**src/rtl/usb_link_ctrl.sv**
```systemverilog
// USB device link-layer controller: line sync/decode, device state tracking, bus-reset detect, TX FIFO.
// Define USB_LINK_STATS_EN to enable the saturating drop_cnt statistic; otherwise drop_cnt reads 0.
module usb_link_ctrl #(
  parameter int DATA_W       = 8,
  parameter int FIFO_DEPTH   = 16,
  parameter int NUM_EP       = 4,
  parameter int RESET_CYCLES = 120,
  localparam int EP_W        = (NUM_EP > 1) ? $clog2(NUM_EP) : 1,
  localparam int LVL_W       = $clog2(FIFO_DEPTH) + 1
) (
  input  logic              clk,
  input  logic              rst,
  input  logic              vbus,
  input  logic              d_p,
  input  logic              d_n,
  input  logic              cfg_done,
  input  logic [NUM_EP-1:0] ep_en,
  input  logic              in_valid,
  output logic              in_ready,
  input  logic [DATA_W-1:0] in_data,
  input  logic [EP_W-1:0]   in_ep,
  output logic              out_valid,
  input  logic              out_ready,
  output logic [DATA_W-1:0] out_data,
  output logic [EP_W-1:0]   out_ep,
  output logic [2:0]        dev_state,
  output logic [1:0]        line_state,
  output logic              bus_reset,
  output logic [LVL_W-1:0]  fifo_level,
  output logic [15:0]       drop_cnt
);

  // state         | meaning
  // ST_DETACHED   | no VBUS seen
  // ST_POWERED    | VBUS present, awaiting first bus reset
  // ST_DEFAULT    | bus reset seen, awaiting SET_CONFIGURATION
  // ST_CONFIGURED | configured, TX FIFO active
  // ST_ERROR      | SE1 seen; left only by bus reset or VBUS loss
  typedef enum logic [2:0] {
    ST_DETACHED   = 3'd0,
    ST_POWERED    = 3'd1,
    ST_DEFAULT    = 3'd2,
    ST_CONFIGURED = 3'd3,
    ST_ERROR      = 3'd4
  } state_t;

  localparam int PTR_W = $clog2(FIFO_DEPTH);
  localparam int CNT_W = $clog2(RESET_CYCLES + 1);

  state_t state, state_nxt;
  logic vbus_s1, vbus_s2, dp_s1, dp_s2, dn_s1, dn_s2;
  logic se0, se1, se1_prev;
  logic [CNT_W-1:0] se0_cnt;
  logic cfg, flush, ep_ok, push, pop, full, empty;
  logic [PTR_W-1:0] wr_ptr, rd_ptr;
  logic [DATA_W-1:0] mem_data [FIFO_DEPTH];
  logic [EP_W-1:0]   mem_ep   [FIFO_DEPTH];

  always_ff @(posedge clk) begin
    if (!rst) begin
      {vbus_s1, vbus_s2, dp_s1, dp_s2, dn_s1, dn_s2} <= '0;
    end else begin
      vbus_s1 <= vbus;
      vbus_s2 <= vbus_s1;
      dp_s1   <= d_p;
      dp_s2   <= dp_s1;
      dn_s1   <= d_n;
      dn_s2   <= dn_s1;
    end
  end

  assign line_state = {dn_s2, dp_s2};
  assign se0 = (line_state == 2'd0);
  assign se1 = (line_state == 2'd3);

  // bus_reset is registered so it coincides with the counter reaching RESET_CYCLES
  always_ff @(posedge clk) begin
    if (!rst) begin
      se0_cnt   <= '0;
      bus_reset <= 1'b0;
      se1_prev  <= 1'b0;
    end else begin
      bus_reset <= se0 && (se0_cnt == CNT_W'(RESET_CYCLES - 1));
      se1_prev  <= se1;
      if (!se0)
        se0_cnt <= '0;
      else if (se0_cnt != CNT_W'(RESET_CYCLES))
        se0_cnt <= se0_cnt + 1'b1;
    end
  end

  always_ff @(posedge clk) begin
    if (!rst) state <= ST_DETACHED;
    else      state <= state_nxt;
  end

  always_comb begin
    state_nxt = state;
    if (!vbus_s2)
      state_nxt = ST_DETACHED;
    else if (bus_reset && (state != ST_DETACHED))
      state_nxt = ST_DEFAULT;
    else if (se1 && se1_prev && ((state == ST_DEFAULT) || (state == ST_CONFIGURED)))
      state_nxt = ST_ERROR;
    else if (state == ST_DETACHED)
      state_nxt = ST_POWERED;
    else if ((state == ST_DEFAULT) && cfg_done)
      state_nxt = ST_CONFIGURED;

    cfg   = (state == ST_CONFIGURED);
    flush = cfg && (state_nxt != ST_CONFIGURED);
  end

  assign dev_state = state;

  // out-of-range endpoint numbers never match, so they count as disabled
  always_comb begin
    ep_ok = 1'b0;
    for (int i = 0; i < NUM_EP; i++)
      if (in_ep == EP_W'(i)) ep_ok = ep_en[i];
  end

  assign full      = (fifo_level == LVL_W'(FIFO_DEPTH));
  assign empty     = (fifo_level == '0);
  assign in_ready  = cfg && !full;
  assign out_valid = cfg && !empty;
  assign push      = in_valid && in_ready && ep_ok;
  assign pop       = out_valid && out_ready;
  assign out_data  = out_valid ? mem_data[rd_ptr] : '0;
  assign out_ep    = out_valid ? mem_ep[rd_ptr] : '0;

  always_ff @(posedge clk) begin
    if (push) begin
      mem_data[wr_ptr] <= in_data;
      mem_ep[wr_ptr]   <= in_ep;
    end
  end

  always_ff @(posedge clk) begin
    if (!rst || flush) begin
      wr_ptr     <= '0;
      rd_ptr     <= '0;
      fifo_level <= '0;
    end else begin
      if (push) wr_ptr <= wr_ptr + 1'b1;
      if (pop)  rd_ptr <= rd_ptr + 1'b1;
      case ({push, pop})
        2'b10:   fifo_level <= fifo_level + 1'b1;
        2'b01:   fifo_level <= fifo_level - 1'b1;
        default: fifo_level <= fifo_level;
      endcase
    end
  end

`ifdef USB_LINK_STATS_EN
  logic drop;
  logic [15:0] drop_q;

  assign drop = in_valid && in_ready && !ep_ok;

  always_ff @(posedge clk) begin
    if (!rst || bus_reset)
      drop_q <= '0;
    else if (drop && (drop_q != 16'hFFFF))
      drop_q <= drop_q + 1'b1;
  end

  assign drop_cnt = drop_q;
`else
  assign drop_cnt = 16'h0000;
`endif

endmodule
```
**config.mk**
```make
export PLATFORM = sky130hd
export DESIGN_NAME = usb_link_ctrl
export DESIGN_NICKNAME = d
export VERILOG_FILES = /design/src/rtl/usb_link_ctrl.sv
export SDC_FILE = /design/constraint.sdc
export NUM_CORES = 1
export LEC_CHECK = 0
export ABC_AREA = 1
export BUFFER_PORTS_ARGS = -buffer_cell sky130_fd_sc_hd__buf_2
export CAP_MARGIN = 5
export CORE_MARGIN = 3
export CORE_UTILIZATION = 35
export DETAILED_ROUTE_END_ITERATION = 10
export HOLD_SLACK_MARGIN = 0.05
export PLACE_DENSITY = 0.6
export SYNTH_ARGS = -nofsm -noshare
export SYNTH_HDL_FRONTEND = slang
export SYNTH_SLANG_ARGS = --single-unit
```
**constraint.sdc**
```tcl
create_clock -name clk -period 1.9 [get_ports clk]
set_input_delay 0.095 -clock clk [delete_from_list [all_inputs] [get_ports clk]]
set_output_delay 0.095 -clock clk [all_outputs]
set_load 0.005 [all_outputs]
```
**Word level (Yosys, flattened, before mapping)**

Memories as Yosys holds them, arrays and structs flattened. A register that Yosys moved wholly into a read port is not among the register bits.
Cells that the tools add are included.

- Memory bits (writable): 160
- Bits of input ports: 22
- Memories kept: 2
- Logic and storage cells: 73
- Bits in registers: 31
- Output and inout bits: 39

Memory list:

| name | depth | bits a word | rd ports | clocked after Yosys merged registers in | wr ports | line | text |
|---|---|---|---|---|---|---|---|
| mem_data | 16 | 8 | 1 | 1 | 1 | 56 | `logic [DATA_W-1:0] mem_data [FIFO_DEPTH];` |
| mem_ep | 16 | 2 | 1 | 1 | 1 | 57 | `logic [EP_W-1:0] mem_ep [FIFO_DEPTH];` |

- Equal/unequal tests: 12
- Add/sub/neg operators: 5
- Multiplexer cells: 18
- Reductions and logical operators: 23

Operator list:

| operator | count |
|---|---|
| 4-bit two-way mux | 4 |
| 3-bit two-way mux | 5 |
| 1-bit logical AND | 11 |
| 5-bit one-hot mux with 2 select lines | 1 |
| 4-bit by 1-bit adder with 4-bit output (second input constant) | 2 |
| 2-bit equality test (second input constant) | 4 |
| 8-bit two-way mux | 1 |
| 7-bit by 1-bit adder with 7-bit output (second input constant) | 1 |
| 7-bit equality test (second input constant) | 1 |
| 7-bit inequality test (second input constant) | 1 |
| 3-bit by 2-bit equality test with 1-bit output (second input constant) | 2 |
| 1-bit two-way mux | 6 |
| 5-bit by 1-bit adder with 5-bit output (second input constant) | 1 |
| 5-bit equality test (second input constant) | 1 |
| 5-bit logical NOT | 1 |
| 5-bit by 1-bit subtractor with 5-bit output (second input constant) | 1 |
| 2-bit by 1-bit equality test with 1-bit output (second input constant) | 2 |
| 2-bit logical NOT | 2 |
| 1-bit logical NOT | 3 |
| 3-bit logical NOT | 1 |
| 3-bit by 2-bit inequality test with 1-bit output (second input constant) | 1 |
| 3-bit nonzero test | 1 |
| 1-bit logical OR | 2 |
| 2-bit two-way mux | 1 |
| other kinds (2) | 2 |

**Logic depth before layout (Yosys ltp)**

Gate-level depths: netlist of run 1.

- Depth in word-level cells: 11
- Mapped depth: 19

**Worst setup path after synthesis of run 1**

No wires, ideal clock.

- Path kind: register -> register
- Start: register state[2], in the netlist dev_state[2]
- End: register fifo_level[4]
- Clock period less this slack: 2,117 ps
- Path slack: -217 ps
- Buffers on the path: 0
- Data required time: 1,791 ps
- Data arrival time: 2,008 ps
- Stages on the path, launching flop included: 20
- Cells stage by stage: dfxtp_1 -> inv_2 -> nand2_4 -> nor2_4 -> nand2_4 -> nor2_8 -> nand2_4 -> ha_1 -> xor2_1 -> ha_1 -> inv_1 -> nand2_1 -> nand3_1 -> nand2_1 -> nand2_1 -> nand2_1 -> nand2_1 -> nand2_1 -> nand2_1 -> inv_1

- Cells in the longest elaborated chain, start to end: 10
- Elaborated cells between the ends (all ways): 25

RTL lines:

| element | line | text |
|---|---|---|
| from (decl) | 50 | `state_t state, state_nxt;` |
| from (signal assigned) | 94 | `else state <= state_nxt;` |
| 3-bit by 2-bit equality test with 1-bit output | 103, 107 |  |
| 1-bit logical AND | 107 | `else if ((state == ST_DEFAULT) && cfg_done)` |
| 3-bit two-way mux | 107 |  |
| 3-bit two-way mux | 105 | `else if (state == ST_DETACHED)` |
| 3-bit two-way mux | 103 | `else if (se1 && se1_prev && ((state == ST_DEFAULT) \|\| (state == ST_CONFIGURED)))` |
| 3-bit two-way mux | 101 | `else if (bus_reset && (state != ST_DETACHED))` |
| 3-bit two-way mux | 99 | `if (!vbus_s2)` |
| 3-bit by 2-bit inequality test with 1-bit output | 111 | `flush = cfg && (state_nxt != ST_CONFIGURED);` |
| 1-bit logical AND | 111 |  |
| 1-bit logical OR | 140 | `if (!rst \|\| flush) begin` |
| to (signal assigned) | 148 | `2'b10: fifo_level <= fifo_level + 1'b1;` |
| to (signal assigned) | 149 | `2'b01: fifo_level <= fifo_level - 1'b1;` |
| to (signal assigned) | 150 | `default: fifo_level <= fifo_level;` |
| to (decl) | 29 | `output logic [LVL_W-1:0] fifo_level,` |

Parallel ways exist; a longest one is shown, timed or not.
A chain may end at the register's enable or synchronous reset.

==> impl_metrics.ini, run 1 <==
[yosys]
avgSynthCellArea_um2 = 11.0
synth_edf_count = 160
netlist_instances = 784
synth_top_area_share_pct = 55.7
synth_area_um2 = 8620
ys_ff_latch = 195
ys_types = 46
synth_area_leaders = edfxtp_1, dfxtp_1, inv_1
ys_warn_count = 0
async_reset_ff_share_pct = 0
yosysSeqAreaShare_pct = 63.9
yosysTopAreaCell = edfxtp_1
synthFlopType = edfxtp_1

[sta]
timing.fmax_ghz = 0.501
setup_viol = 12
fin_tns_setup_ps = -691
setup_slack_ps = -97.7
period_share_pct = 105
timing.final.hold_violations = 0
finClkSkew_ps = 12.0
fin_crit_ps = 2000
drv_slew = 0
rsz0062_at_grt = true

[routing]
wl_per_cell_um = 16.5
final_antenna_net_count = 0
vias = 5844
drc = 0
routed_wl_um = 20300
first_pass_iters = 5
avgViaCountPerCell = 4.74
drtIter0Drc = 416

[setup_path]
end_kind = output pin
critical_path_class = flop to output pin
crit_fanout = 8
start_kind = flop
required_ps = 1800
crit_arrival_ps = 1900

[place]
hpwl_um = 11900
numPortBuffers = 44
place_congestion = 0.815
dp.cells = 1162

[power]
leakagePower_nw = 4.20
power_density_nw_per_um2 = 744
worst_ir_drop_vdd_mv = 0.572
finalPower_mw = 8.08

[min_path]
min_path_type = primary input to flop

[status]
violations = negative setup slack
status = finished with violations

[floorplan]
dieArea_um2 = 26500
ioPinCount = 61
fp.dieH_um = 163
die_x_um = 163
core_um2 = 23800
initial_core_util_pct = 36.2
rows = 56

[global_routing]
grt_pass1_vias = 5608
antenna_found_initial = 0
overflow = 0
grt_start_max_net_pins = 39
gr-usage-all-layers_pct = 15.4
grt_pass1_wl_um = 30900

[final_layout]
drive_above_1_share_pct = 27.3
layout.cells.non_filler = 1234
fillerInstances = 2182
final_common_cell = edfxtp_1
fin_nets = 935
syn_to_final_growth_pct = 26.0
mostFrequentLayoutCells = edfxtp_1, inv_1, nand2_1
finish.utilization_pct = 45.6
num_antenna_cells = 0

[clocking]
clock_sinks = 195
cts_made_buffers = 17
cts_tree = built
cts.path.max_buffers = 2
clk_latency_ps = 430
cts_root_buf = clkbuf_16
htree_levels = 4
clk_pin_slew_worst_paths_ps = 70

[flow_run]
max_cap_violations = 0
## power by group
part,internal [mW],switching [mW]
Combinational,0.0532,0.109
Sequential,4.62,0.00695
Clock,1.69,1.60
Total,6.36,1.71
## sequential cells by signal (all words and copies together), names as in the netlist, 3 cells and up, named ones only
name	cells
wr_ptr	4
mem_ep	32
dev_state	3
mem_data	128
fifo_level	5
se0_cnt	7
rd_ptr	4
## stage by stage
stage / setup WS (ps) / hold slack [ps] / area, um2
6_report: -97.7 / 71.4 / 10900
5_1_grt: -239 / 55.4 / 10900
4_1_cts: -80.3 / 52.9 / 10600
3_5_place_dp: -90.8 / 281 / 9550
3_3_place_gp: -71.0 / 274 / 9550
2_1_floorplan: -108 / 193 / 8690
## cell usage after synthesis (2+ instances only)
master / count
or2_2: 2
inv_2: 2
nor3_1: 2
buf_6: 3
nor2_1: 32
o211ai_1: 50
nand3_2: 2
nor2_2: 4
nand2_1: 109
a21oi_1: 38
o21ai_0: 25
nand2_4: 8
a21oi_2: 10
edfxtp_1: 160
dfxtp_1: 35
buf_2: 12
o21bai_1: 3
ha_1: 11
o21ai_1: 10
and2_1: 2
inv_1: 120
clkbuf_1: 17
nand2_2: 4
clkinv_1: 2
nand3_1: 73
xnor2_1: 3
nand4_1: 2
xor2_1: 7
buf_4: 19
## layout make-up
| cell class | count | area [um2] | area share [%] |
|---|---|---|---|
| clock inverter | 14 | 109 | 1.00 |
| multi-input combinational | 428 | 2630 | 24.2 |
| inverter | 125 | 480 | 4.42 |
| timing repair inverter | 1 | 7.51 | 0.0691 |
| clock buffer | 18 | 429 | 3.95 |
| timing repair buffer | 134 | 1290 | 11.9 |
| tap | 319 | 399 | 3.68 |
| sequential | 195 | 5520 | 50.8 |
## path summary, 6_finish.rpt
| check | to | slack (ps) | from | depth (start not counted) |
|---|---|---|---|---|
| worst max-delay path | out_data[4] | -100 | flop | 8 |
| worst min-delay path | mem_data[15][2] | 70 | in_data[2] | 1 |
| worst max register to register | fifo_level[4] | -80 | dev_state[2] | 19 |
| worst min register to register | dn_s2 | 420 | dn_s1 | 2 |
## layer usage
layer  vias to the layer above  global-route usage [%]  wire length [um]
met5                         -                       0                 0
met4                         0                    4.77               332
met3                        25                    4.17              1270
met2                       198                    23.8              9330
met1                      2745                    21.1              9370
li1                       2876                       -                 -
## cells by family after synthesis
| kind of cell | after synthesis | share of synthesized area, % |
|---|---|---|
| xor gates and xnor gates | 10 | 1.02 |
| other | 1 | 0.0435 |
| AOI/OAI and AO/OA | 142 | 10.6 |
| muxes | 1 | 0.116 |
| adders and majority gates | 11 | 1.60 |
| DFF | 195 | 63.9 |
| buffers and inverters | 176 | 8.99 |
| and+or+nand+nor | 248 | 13.8 |
## worst max-delay path: stages, from the launching register on
cell,delay [ps]
dfxtp_4,430
buf_12,180
clkbuf_16,160
nand2_1,70
o211ai_1,90
nand3_1,110
nand3_2,80
a21oi_2,210
buf_2,150
## repair_timing
item / CTS / global route
endpoints found under the hold margin: 26 / 0
setup endpoints to repair: 13 / 21
resized for setup: 54 / 32
hold buffers: 10 / 0
pin swaps: 34 / 51
cloned: 4 / 8
setup buffers: 14 / 5
Note: power is estimated with default switching activity, not from simulation.
==> inputs of run 2 (changes only) <==
--- a/config.mk
+++ b/config.mk
@@ -9,10 +9,10 @@
 export BUFFER_PORTS_ARGS = -buffer_cell sky130_fd_sc_hd__buf_2
 export CAP_MARGIN = 5
 export CORE_MARGIN = 3
-export CORE_UTILIZATION = 35
+export CORE_UTILIZATION = 25
 export DETAILED_ROUTE_END_ITERATION = 10
 export HOLD_SLACK_MARGIN = 0.05
-export PLACE_DENSITY = 0.6
+export PLACE_DENSITY = 0.48
 export SYNTH_ARGS = -nofsm -noshare
 export SYNTH_HDL_FRONTEND = slang
 export SYNTH_SLANG_ARGS = --single-unit
==> impl_metrics.ini, run 2 (synthesized netlist as in run 1, its figures left out) <==
[routing]
wl_per_cell_um = 16.1
final_antenna_net_count = 0
first_pass_iters = 5
vias = 5849
drtIter0Drc = 408
avgViaCountPerCell = 4.26
routed_wl_um = 22100
drc = 0

[sta]
period_share_pct = 106
holdWs_ps = 62.4
timing.final.hold_violations = 0
fin_crit_ps = 2010
fin_tns_setup_ps = -715
finClkSkew_ps = 9.47
setup_viol = 12
setup_slack_ps = -113
timing.fmax_ghz = 0.497
rsz0062_at_grt = true
drv_slew = 0

[power]
power.share.sequential_pct = 55.3
p_sw_share_pct = 22.0
leakagePower_nw = 4.35
worst_ir_drop_vdd_mv = 0.637
p_sw_mw = 1.84
clkPwrFrac_pct = 42.7
power_density_nw_per_um2 = 736
p_int_mw = 6.52
combPwrFrac_pct = 2.0

[setup_path]
required_ps = 2240
start_kind = flop
end_kind = flop
critical_path_class = flop to flop
crit_arrival_ps = 2350
crit_fanout = 4

[floorplan]
die_x_um = 192
fp.dieH_um = 192
core_um2 = 33800
rows = 67
dieArea_um2 = 36700
initial_core_util_pct = 25.5
ioPinCount = 61

[clocking]
cts_root_buf = clkbuf_16
cts.path.max_buffers = 2
clk_latency_ps = 440
clk_pin_slew_worst_paths_ps = 70
cts_made_buffers = 17
htree_levels = 4
cts_tree = built
clock_sinks = 195

[final_layout]
layout.cells.non_filler = 1373
fin_area_um2 = 11400
drive_above_1_share_pct = 29.5
largest_register = mem_data
largest_reg_flops = 128
final_common_cell = edfxtp_1
finish.utilization_pct = 33.6
mostFrequentLayoutCells = edfxtp_1, inv_1, nand2_1
syn_to_final_growth_pct = 31.8
num_antenna_cells = 0
fin_nets = 946
reg.largest.list = mem_data x128, mem_ep x32, se0_cnt x7

[min_path]
min_path_type = primary input to flop

[global_routing]
grtUsageMet3_pct = 2.88
gr-usage-all-layers_pct = 11.8
met1_usage_pct = 16.4
grt_pass1_wl_um = 32700
grt_pass1_vias = 5640
top_usage_layer = met2
antenna_found_initial = 0
overflow = 0
use_met2_pct = 18.7
grt_start_max_net_pins = 30

[status]
violations = negative setup slack
status = finished with violations

[place]
dp.cells = 1300
numPortBuffers = 44
hpwl_um = 13400
postPlaceCellArea_um2 = 9800
place_congestion = 0.750

[flow_run]
max_cap_violations = 0
[run 2: timing repair]
action                     CTS  global route
cloned                       4            11
hold endpoints to repair    35             0
hold buffers                12             0
buffers inserted            13             4
resized for setup           76            42
setup endpoints to repair   13           110
pin swaps                   38            56
[run 2: area by class of cell]
| class | instances | area (um2) |
|---|---|---|
| fill | 3342 | 22400 |
| multi-input combinational | 428 | 2710 |
| tap | 448 | 561 |
| clock inverter | 14 | 145 |
| clock buffer | 17 | 425 |
| sequential | 195 | 5520 |
| timing repair buffer | 146 | 1520 |
| inverter | 125 | 479 |
[run 2: worst paths after layout]
path | startpoint | endpoint | slack (ps) | cells past startpoint
hold / removal | in_data[4] | mem_data[7][4] | 60 | 1
hold reg to reg | vbus_s1 | vbus_s2 | 410 | 2
setup reg to reg | dev_state[2] | fifo_level[4] | -110 | 18
setup / recovery | dev_state[2] | fifo_level[4] | -110 | 18
[run 2: metal layers]
metal | up-vias | wire length (um)
met2 | 108 | 10300
met1 | 2837 | 10600
met3 | 6 | 1050
li1 | 2898 | -
met4 | 0 | 127
met5 | - | 0
[run 2: through the flow]
step                      setup WS (ps)  power, mW
after floorplan                    -108       4.80
after global placement             -104       4.87
after detailed placement           -115       4.88
after CTS                          -104       8.45
after global routing               -279       8.64
final                              -113       8.36
[run 2: power groups by stage]
stage	Clock [mW]	Combinational [mW]	Sequential [mW]
4_1_cts	3.65	0.172	4.62
3_3_place_gp	0	0.148	4.72
6_report	3.57	0.168	4.62
3_5_place_dp	0	0.152	4.72
2_1_floorplan	0	0.0777	4.72
5_1_grt	3.83	0.193	4.62
[run 2: critical path, stage by stage, from the launching register on]
cell and delay [ps]:
dfxtp_2 330, inv_2 70, nand2_4 60, nor2_4 130, nand2_4 90, nor2_8 100, nand2_4 60, ha_4 190
xor2_2 190, ha_2 210, inv_2 40, nand2_2 70, nand3_2 70, nand3_1 70, nand2_1 60, nand2_1 50
nand2_1 40, nand2_1 50, inv_1 40
==> inputs of run 3 (changes only) <==
--- a/config.mk
+++ b/config.mk
@@ -5,7 +5,6 @@
 export SDC_FILE = /design/constraint.sdc
 export NUM_CORES = 1
 export LEC_CHECK = 0
-export ABC_AREA = 1
 export BUFFER_PORTS_ARGS = -buffer_cell sky130_fd_sc_hd__buf_2
 export CAP_MARGIN = 5
 export CORE_MARGIN = 3
@@ -16,3 +15,4 @@
 export SYNTH_ARGS = -nofsm -noshare
 export SYNTH_HDL_FRONTEND = slang
 export SYNTH_SLANG_ARGS = --single-unit
+export TNS_END_PERCENT = 1
==> impl_metrics.ini, run 3 <==
[status]
status = finished with violations
violations = negative setup slack

[yosys]
netlist_instances = 462
synth_edf_count = 160
synthFlopType = edfxtp_1
yosysSeqAreaShare_pct = 69.9
ys_warn_count = 0
synth_area_leaders = edfxtp_1, mux4_2, dfxtp_1
avgSynthCellArea_um2 = 17.0
synth_area_um2 = 7870
ys_types = 46
ys_ff_latch = 195
async_reset_ff_share_pct = 0
synth_top_area_share_pct = 61.0
yosysTopAreaCell = edfxtp_1
synth_common_cells = edfxtp_1, mux4_2, dfxtp_1
synth_most_common_cell = edfxtp_1

[final_layout]
reg.largest.list = mem_data x128, mem_ep x32, se0_cnt x7
largest_reg_flops = 128
mostFrequentLayoutCells = edfxtp_1, buf_2, mux4_2
layout.cells.non_filler = 987
fin_nets = 611
drive_above_1_share_pct = 35.9
syn_to_final_growth_pct = 28.5
fillerInstances = 2922
num_antenna_cells = 0
finish.utilization_pct = 32.8
final_common_cell = edfxtp_1
largest_register = mem_data

[place]
dp.cells = 928
place_congestion = 0.772
numPortBuffers = 44
hpwl_um = 11300

[setup_path]
cp_top_family = compound AO/OA/AOI/OAI gates
crit_arrival_ps = 2920
reg2reg_depth = 10
r2r-end = fifo_level[4]
required_ps = 2210
crit_path_top_delay_cell = or4_4
r2r-start = fifo_level[3]
cp_common_cell = ha_4
crit_buf_inv = 1
worstPathCellList = or4_4 -> o2111a_2 -> inv_4 -> ha_4 -> xor2_4 -> ha_4 -> o211ai_1 -> a211oi_2 -> o21ai_1 -> nor3b_2
start_kind = flop
max_stage_delay_ps = 550
critical_path_class = flop to flop
crit_fanout = 6
reg2reg_slack_ps = -710
end_kind = flop

[sta]
timing.fmax_ghz = 0.383
timing.final.hold_violations = 0
setup_viol = 150
rsz0062_at_grt = true
fin_tns_setup_ps = -16420
period_share_pct = 138
finClkSkew_ps = 15.3
max_slew_margin_pct = 52.6
setup_slack_ps = -713
tightest_slew_ps = 705
fin_crit_ps = 2610
drv_slew = 0

[clocking]
cts_made_buffers = 17
cts_tree = built
clock_sinks = 195
clk_latency_ps = 430
cts.path.max_buffers = 2
clk_pin_slew_worst_paths_ps = 80
cts_root_buf = clkbuf_16
htree_levels = 4

[routing]
drtIter0Drc = 346
final_antenna_net_count = 0
wl_per_cell_um = 17.4
vias = 4412
first_pass_iters = 4
drc = 0
routed_wl_um = 17100
avgViaCountPerCell = 4.47

[floorplan]
ioPinCount = 61
die_x_um = 183
dieArea_um2 = 33700
core_um2 = 30800
initial_core_util_pct = 25.5
fp.dieH_um = 183
rows = 64

[power]
p_sw_share_pct = 22.1
p_int_mw = 6.46
finalPower_mw = 8.30
combPwrFrac_pct = 1.8
clkPwrFrac_pct = 42.4
leakagePower_nw = 3.44
power_density_nw_per_um2 = 820
p_sw_mw = 1.83
power.share.sequential_pct = 55.8
worst_ir_drop_vdd_mv = 0.387

[global_routing]
grt_pass1_vias = 4704
grt_start_max_net_pins = 23
grt_pass1_wl_um = 26900
antenna_found_initial = 0
gr-usage-all-layers_pct = 10.5
overflow = 0

[flow_run]
max_cap_violations = 0

[min_path]
min_path_type = primary input to flop
hp-start = in_data[2]
hold_depth = 1
min_to = mem_data[0][2]
[run 3: changes by cell type after synthesis, sizes merged, moves of 9 or more]
cell,before,now
and3,0,16
inv,122,12
nand3,76,6
o22ai,0,10
mux4,0,41
o21ai,37,6
o211ai,50,3
nand2,121,9
o221ai,0,10
a21oi,49,9
nor2,38,29
[run 3: kinds of logic (layout without fill, tap and decap cells)]
| group | after synthesis | after routing | synth area share, % |
|---|---|---|---|
| xor gates and xnor gates | 12 | 12 | 1.34 |
| DFF | 195 | 195 | 69.9 |
| adders and majority gates | 11 | 11 | 1.75 |
| buffers and inverters | 52 | 166 | 3.70 |
| and+or+nand+nor | 96 | 96 | 6.53 |
| muxes | 45 | 45 | 12.2 |
| other | 1 | 16 | 0.0476 |
| AOI/OAI and AO/OA | 50 | 50 | 4.45 |
[run 3: routing by layer]
| metal | up-vias | GRT usage (%) | share of wire (%) |
|---|---|---|---|
| li1 | 2020 | - | - |
| met5 | - | 0 | 0 |
| met1 | 2274 | 13.8 | 44 |
| met3 | 16 | 1.92 | 3.5 |
| met2 | 102 | 17.9 | 51 |
| met4 | 0 | 3.11 | 1.2 |
[run 3: power by group through the flow]
stage | sequential (mW) | combinational, mW | clock, mW
finish | 4.63 | 0.150 | 3.52
global route | 4.63 | 0.170 | 3.81
CTS | 4.63 | 0.152 | 3.61
detailed placement | 4.72 | 0.127 | 0
global placement | 4.72 | 0.120 | 0
floorplan | 4.72 | 0.0642 | 0
[run 3: worst register-to-register path: cells and delay by family (launching register included)]
family,cells,cell delay [ps]
fa+ha+maj,2,390
buf+inv,1,80
compound gates,4,800
flops,1,320
xor+xnor,1,200
simple gates,2,710
[run 3: worst max-delay path by stage]
| stage | start | to | slack [ps] | cells after the start |
|---|---|---|---|---|
| after floorplan | fifo_level[1] | fifo_level[4] | -930 | 15 |
| after global placement | fifo_level[3] | fifo_level[2] | -550 | 10 |
| after detailed placement | fifo_level[3] | fifo_level[4] | -720 | 10 |
| after CTS | fifo_level[2] | fifo_level[4] | -700 | 10 |
| after global routing | fifo_level[3] | fifo_level[2] | -800 | 10 |
| final | fifo_level[3] | fifo_level[4] | -710 | 10 |
[run 3: cell type report]
type	instances	area [um2]	share of cell area (%)
Tap cell	396	495	4.90
Clock inverter	15	183	1.81
Inverter	12	47.5	0.470
Multi-Input combinational cell	230	2300	22.8
Sequential cell	195	5510	54.5
Timing Repair Buffer	122	1150	11.4
Clock buffer	17	425	4.21
[run 3: stage by stage]
| step | worst slack, ps | hold WS, ps | instance area, um2 |
|---|---|---|---|
| 3_5_place_dp | -718 | 310 | 9060 |
| 5_1_grt | -803 | 53.6 | 10100 |
| 3_3_place_gp | -546 | 308 | 9060 |
| 6_report | -713 | 61.9 | 10100 |
| 4_1_cts | -702 | 50.6 | 10000 |
| 2_1_floorplan | -928 | 194 | 7970 |
[run 3: repair_timing]
| action | in CTS | in global routing |
|---|---|---|
| pin swaps | 8 | 7 |
| resized for setup | 18 | 25 |
| setup endpoints to repair | 146 | 175 |
| hold endpoints to repair | 104 | 0 |
| setup buffers | 12 | 1 |
| hold buffers | 15 | 0 |
